$ cat src/rtl/matmul_pkg.sv
// Shared constants, FSM state type and index helper
// for the 3x3 matrix multiply-accumulate engine.
package matmul_pkg;

  localparam int DATA_W        = 8;
  localparam int DIM           = 3;
  localparam int ACC_W         = 2*DATA_W+2;
  localparam int BYTES_PER_RES = 3;
  localparam int MAT_W         = DIM*DIM*DATA_W;

  typedef enum logic [1:0] {
    IDLE,
    MAC,
    EMIT,
    DONE
  } state_t;

  function automatic logic [3:0] elem_idx(
    input logic [1:0] row,
    input logic [1:0] col
  );
    return {2'b00, row} * 4'd3 + {2'b00, col};
  endfunction

endpackage

$ cat src/rtl/mac_unit.sv
// Single 8x8 unsigned multiply-accumulate with clear/enable.
// Ports: clk, reset, clr, en, a, b -> acc (ACC_W bits).
module mac_unit
  import matmul_pkg::*;
(
  input  logic              clk,
  input  logic              reset,
  input  logic              clr,
  input  logic              en,
  input  logic [DATA_W-1:0] a,
  input  logic [DATA_W-1:0] b,
  output logic [ACC_W-1:0]  acc
);

  logic [2*DATA_W-1:0] prod;

  assign prod = a * b;

  always_ff @(posedge clk or posedge reset) begin
    if (reset) begin
      acc <= '0;
    end else if (clr) begin
      acc <= '0;
    end else if (en) begin
      acc <= acc + ACC_W'(prod);
    end
  end

endmodule

$ cat src/rtl/matrix_mac_engine.sv
// Snapshots A,B on start edge, computes C=AxB with one MAC,
// streams 9x3 result bytes LSB first over valid/ready.
// Ports: clk, reset, start, a_mat, b_mat, out_ready ->
//        out_data, out_valid, out_last, busy, done.
module matrix_mac_engine
  import matmul_pkg::*;
(
  input  logic             clk,
  input  logic             reset,
  input  logic             start,
  input  logic [MAT_W-1:0] a_mat,
  input  logic [MAT_W-1:0] b_mat,
  output logic [7:0]       out_data,
  output logic             out_valid,
  input  logic             out_ready,
  output logic             out_last,
  output logic             busy,
  output logic             done
);

  localparam logic [1:0] LAST_IDX = 2'(DIM-1);
  localparam logic [1:0] LAST_B   = 2'(BYTES_PER_RES-1);

  state_t state_q, state_d;
  logic [1:0] i_q, j_q, k_q, b_q;
  logic start_q, start_rise;
  logic [MAT_W-1:0] a_snap, b_snap;
  logic [DATA_W-1:0] a_el [DIM*DIM];
  logic [DATA_W-1:0] b_el [DIM*DIM];
  logic [DATA_W-1:0] op_a, op_b;
  logic [ACC_W-1:0] acc;
  logic mac_clr, mac_en, snap_ld;
  logic last_k, last_b, last_elem;
  logic [7:0] byte_sel;

  for (genvar g = 0; g < DIM*DIM; g++) begin : g_unpack
    assign a_el[g] = a_snap[DATA_W*g +: DATA_W];
    assign b_el[g] = b_snap[DATA_W*g +: DATA_W];
  end

  assign op_a = a_el[elem_idx(i_q, k_q)];
  assign op_b = b_el[elem_idx(k_q, j_q)];

  assign start_rise = start & ~start_q;
  assign last_k     = (k_q == LAST_IDX);
  assign last_b     = (b_q == LAST_B);
  assign last_elem  = (i_q == LAST_IDX) && (j_q == LAST_IDX);

  mac_unit u_mac (
    .clk   (clk),
    .reset (reset),
    .clr   (mac_clr),
    .en    (mac_en),
    .a     (op_a),
    .b     (op_b),
    .acc   (acc)
  );

  always_comb begin
    state_d = state_q;
    mac_clr = 1'b0;
    mac_en  = 1'b0;
    snap_ld = 1'b0;
    unique case (state_q)
      IDLE: begin
        if (start_rise) begin
          snap_ld = 1'b1;
          mac_clr = 1'b1;
          state_d = MAC;
        end
      end
      MAC: begin
        mac_en = 1'b1;
        if (last_k) state_d = EMIT;
      end
      EMIT: begin
        if (out_ready && last_b) begin
          mac_clr = 1'b1;
          state_d = last_elem ? DONE : MAC;
        end
      end
      DONE: begin
        if (!start) state_d = IDLE;
      end
      default: state_d = IDLE;
    endcase
  end

  always_ff @(posedge clk or posedge reset) begin
    if (reset) begin
      state_q <= IDLE;
      start_q <= 1'b0;
      a_snap  <= '0;
      b_snap  <= '0;
      i_q     <= '0;
      j_q     <= '0;
      k_q     <= '0;
      b_q     <= '0;
    end else begin
      state_q <= state_d;
      start_q <= start;
      if (snap_ld) begin
        a_snap <= a_mat;
        b_snap <= b_mat;
        i_q    <= '0;
        j_q    <= '0;
        k_q    <= '0;
        b_q    <= '0;
      end
      if (state_q == MAC) begin
        k_q <= last_k ? 2'd0 : k_q + 2'd1;
        b_q <= '0;
      end
      if (state_q == EMIT && out_ready) begin
        if (last_b) begin
          b_q <= '0;
          if (j_q == LAST_IDX) begin
            j_q <= '0;
            i_q <= i_q + 2'd1;
          end else begin
            j_q <= j_q + 2'd1;
          end
        end else begin
          b_q <= b_q + 2'd1;
        end
      end
    end
  end

  // top byte zero-pads the 2 MSBs of the 18-bit result
  always_comb begin
    byte_sel = '0;
    unique case (b_q)
      2'd0:    byte_sel = acc[7:0];
      2'd1:    byte_sel = acc[15:8];
      default: byte_sel = {6'b0, acc[17:16]};
    endcase
  end

  assign out_valid = (state_q == EMIT);
  assign out_data  = out_valid ? byte_sel : 8'h00;
  assign out_last  = out_valid && last_elem && last_b;
  assign busy      = (state_q == MAC) || (state_q == EMIT);
  assign done      = (state_q == DONE);

endmodule

$ cat config.mk
export PLATFORM = sky130hd
export DESIGN_NAME = matrix_mac_engine
export DESIGN_NICKNAME = d
export VERILOG_FILES = /design/src/rtl/matmul_pkg.sv /design/src/rtl/mac_unit.sv /design/src/rtl/matrix_mac_engine.sv
export SDC_FILE = /design/constraint.sdc
export NUM_CORES = 1
export LEC_CHECK = 0
export CAP_MARGIN = 40
export CORE_AREA = 2 2 178 180
export DETAILED_ROUTE_END_ITERATION = 12
export DIE_AREA = 0 0 180 182
export SYNTH_ARGS = -nofsm -noshare
export SYNTH_HDL_FRONTEND = slang
export SYNTH_SLANG_ARGS = --single-unit
$ cat constraint.sdc
create_clock -name clk -period 6.59 [get_ports clk]
set_clock_uncertainty 0.1 [all_clocks]
set_input_delay 1.318 -clock clk [delete_from_list [all_inputs] [get_ports clk]]
set_output_delay 1.318 -clock clk [all_outputs]
set_load 0.02 [all_outputs]
==> results by group <==
Synth
  • Mapped Area: 10600 µm²
  • Sequential share of the synthesized area: between 40 and 50%
  • Library cells used by synthesis: 45
  • Main synth FF type: dfrtp_1
  • Cell with the most instances after synthesis: nand2_1
  • Async set-reset flop share out of synthesis: 100%
  • Syn nets: about 1.4k
  • Synth cell count leaders: nand2_1 (470), dfrtp_1 (173), inv_1 (110)
  • Number of enable flip-flop cells after synthesis: 0
  • Post-Syn Area per Cell: slightly above 9 µm²
  • Synth Warn #: 0
  • Synth area leader: dfrtp_1
  • Yosys reg bits: 173
  • Top-area cell type share of the netlist area: about 40%
  • Synth top area cells: dfrtp_1 (41%), nand2_1 (17%), fa_1 (10%)
  • Syn Inst Count: 1174

Clock tree
  • Clock transition at the registers of the reported paths: 0.07 ns
  • Clock Path Buffers: 2
  • Clock Sinks: 173
  • CTS Buf Count: 17
  • Clk Tree Root Cell: clkbuf_16
  • CTS tree: yes
  • H-tree lvl count: 4
  • Worst skew pair latency: approximately 0.43 ns
  • CTS Hold Buffers Added: 0

Setup path
  • Crit-path slowest cell: fa_2
  • CP bufs+invs: 4
  • Critical path capture point type: register
  • Data arrival time of the critical path: 6.74 ns
  • Delay-heaviest family, CP: adder cells
  • CP Cell Sequence: fa_1 > ha_2 > fa_2 > buf_12 > mux4_2 > mux2i_1 > nor2_1 > a21oi_2 > buf_4 > nor2_1 > fa_1 > fa_1 > fa_1 > inv_1 > fa_1 > inv_1 > ha_4 > a21oi_2 > nor2_2 > a211oi_2 > o31ai_4 > nor3_2 > nor4_2 > nand3b_1
  • CP dominant cell by count: fa_1
  • Critical setup path kind: register to register
  • Worst EP required: 6.79 ns
  • Critical path's largest stage delay: between 0.6 and 0.7 ns
  • Startpoint types: register
  • Highest net fanout along the worst path: 6

Global route
  • First-pass GRT wire length: 45300 µm
  • Vias in the first global route: 8717
  • Largest net degree at the start of global routing: 77
  • GRT overflow: 0
  • Total GRT Usage: 17.4%
  • Initial antenna violation count: 0

Routing
  • Detail Route Antenna Nets: 0
  • First-pass iteration count of the detailed router: 5
  • Initial DRC Count: 544
  • Via count: roughly 8.6k
  • Wire length per cell: ~16 µm
  • DRC Markers: 0
  • WL final: 28400 µm
  • Vias/cell: 4.72

Place
  • DP HPWL: 21200 µm
  • Port Buffers: about 160
  • Dpl ws: -0.170 ns
  • Global placer's final weighted congestion: 0.868
  • Placed instance area: 13200 µm²

STA
  • Setup ws final: roughly 0.054 ns
  • Max Slew Vio Count: 0
  • Tcrit/Tclk final: between 90 and 100%
  • Setup Viol. Count Final: 0
  • Slew @ Worst Pin: 0.776 ns
  • Final min period: 6.54 ns
  • Final hold violations: 0
  • Fmax: between 150 and 200 MHz
  • RSZ-0062 raised after global routing: yes
  • Relative slew margins: 48.2%

Layout
  • Area grow syn2layout: 34.4%
  • Final instance area: 14300 µm²
  • Antenna Cells: 0
  • FF+latch area: 4330 µm²
  • Area of the multi-input gates: 6080 µm²
  • NumNets Final: approximately 1.7k
  • Layout cell share with drive strength beyond 1: between 15 and 20%
  • FILL cells: 2947

Floorplanning
  • Initial Utilization: between 30% and 40%
  • Die area: roughly 33000 µm²
  • Rows: 65
  • Die Wd: 180 µm
  • Die height: approximately 180 µm
  • Top Ports: 160
  • Core area: 31000 µm²

Job
  • Max_cap viols: 0

Hold path
  • Class of the most critical hold timing path: register to register

Outcome
  • Status: completed
## metrics by stage
step | util (%) | hold WS, ns | TNS (ns) | std cells
2_1_floorplan | - | 0.340 | 0 | 1174
3_3_place_gp | 42.4 | 0.352 | -0.135 | 1759
3_5_place_dp | 42.5 | 0.357 | -0.532 | 1762
4_1_cts | 45.1 | 0.374 | -0.00993 | 1803
5_1_grt | 46.1 | 0.393 | -0.714 | 1815
6_report | 46.1 | 0.372 | 0 | 1815
## worst reg2reg max path, stage by stage, from the launching register on
cell and delay (ns):
dfrtp_1 0.40, fa_1 0.48, ha_2 0.19, fa_2 0.61, buf_12 0.14, mux4_2 0.49
mux2i_1 0.14, nor2_1 0.07, a21oi_2 0.19, buf_4 0.14, nor2_1 0.04, fa_1 0.46
fa_1 0.50, fa_1 0.49, inv_1 0.05, fa_1 0.53, inv_1 0.07, ha_4 0.25
a21oi_2 0.16, nor2_2 0.07, a211oi_2 0.29, o31ai_4 0.16, nor3_2 0.20, nor4_2 0.06
nand3b_1 0.17
## final timing paths
check                      startpoint             to  slack, ns  depth (start not counted)
setup reg to reg               i_q[0]  u_mac.acc[14]       0.05                         24
min in group asynchronous       reset     a_snap[40]       1.27                          2
max in group asynchronous       reset   u_mac.acc[8]       3.97                          3
hold / removal             b_snap[38]     b_snap[38]       0.37                          2
hold reg to reg            b_snap[38]     b_snap[38]       0.37                          2
setup / recovery               i_q[0]  u_mac.acc[14]       0.05                         24
## registers in the layout, indices dropped and copies added (netlist names)
name,flops
a_snap,72
b_snap,72
u_mac.acc,18
b_q,2
i_q,2
j_q,2
k_q,2
state_q,2
start_q,1
## kinds of logic (layout without fill, tap and decap cells)
logic type      after synthesis  after routing  synth area share, %
compound gates               79             79                 4.98
xor+xnor                     12             12                0.989
fa+ha+maj                   106            106                 16.3
buf+inv                     159            398                 5.78
flops                       173            173                 40.7
mux                          59             59                 9.34
simple gates                586            586                 21.9
## layout by cell type (no fill, tap or decap), types with 7 or more instances in the layout
master and count:
buf_4 87, dfrtp_1 173, a21oi_2 15, mux2i_1 24, nand2_1 470, fa_2 7, nor2_1 66, clkbuf_16 18
mux4_2 32, inv_2 8, clkdlybuf4s50_1 159, inv_1 101, fa_1 47, o21ai_0 15, ha_4 8, a21oi_1 8
ha_1 42, or2_1 7, nand2b_1 14
## metal layers
| layer | track usage, % | vias to the layer above | wire (µm) |
|---|---|---|---|
| li1 | - | 4150 | - |
| met1 | 23.4 | 4232 | 12800 |
| met2 | 29.3 | 158 | 14200 |
| met3 | 2.71 | 29 | 872 |
| met4 | 4.52 | 0 | 470 |
| met5 | 0 | - | 0 |
## cell type report
cell class	count	share of cell area, %
inverters	110	2.92
multi-input cells	842	42.5
repair buffers	257	16.9
clock buffers	21	3.22
clock inverters	10	0.578
flip-flops and latches	173	30.3
well taps	402	3.52
## repair_timing
item / CTS / global route
cloned: 1 / 0
pin swaps: 25 / 36
resized for setup: 31 / 51
setup endpoints to repair: 7 / 8
setup buffers: 11 / 13
endpoints found under the hold margin: 0 / 0
Power is not shown: default switching activity piles up to over one toggle a cycle in this logic, so the estimate is an artifact.
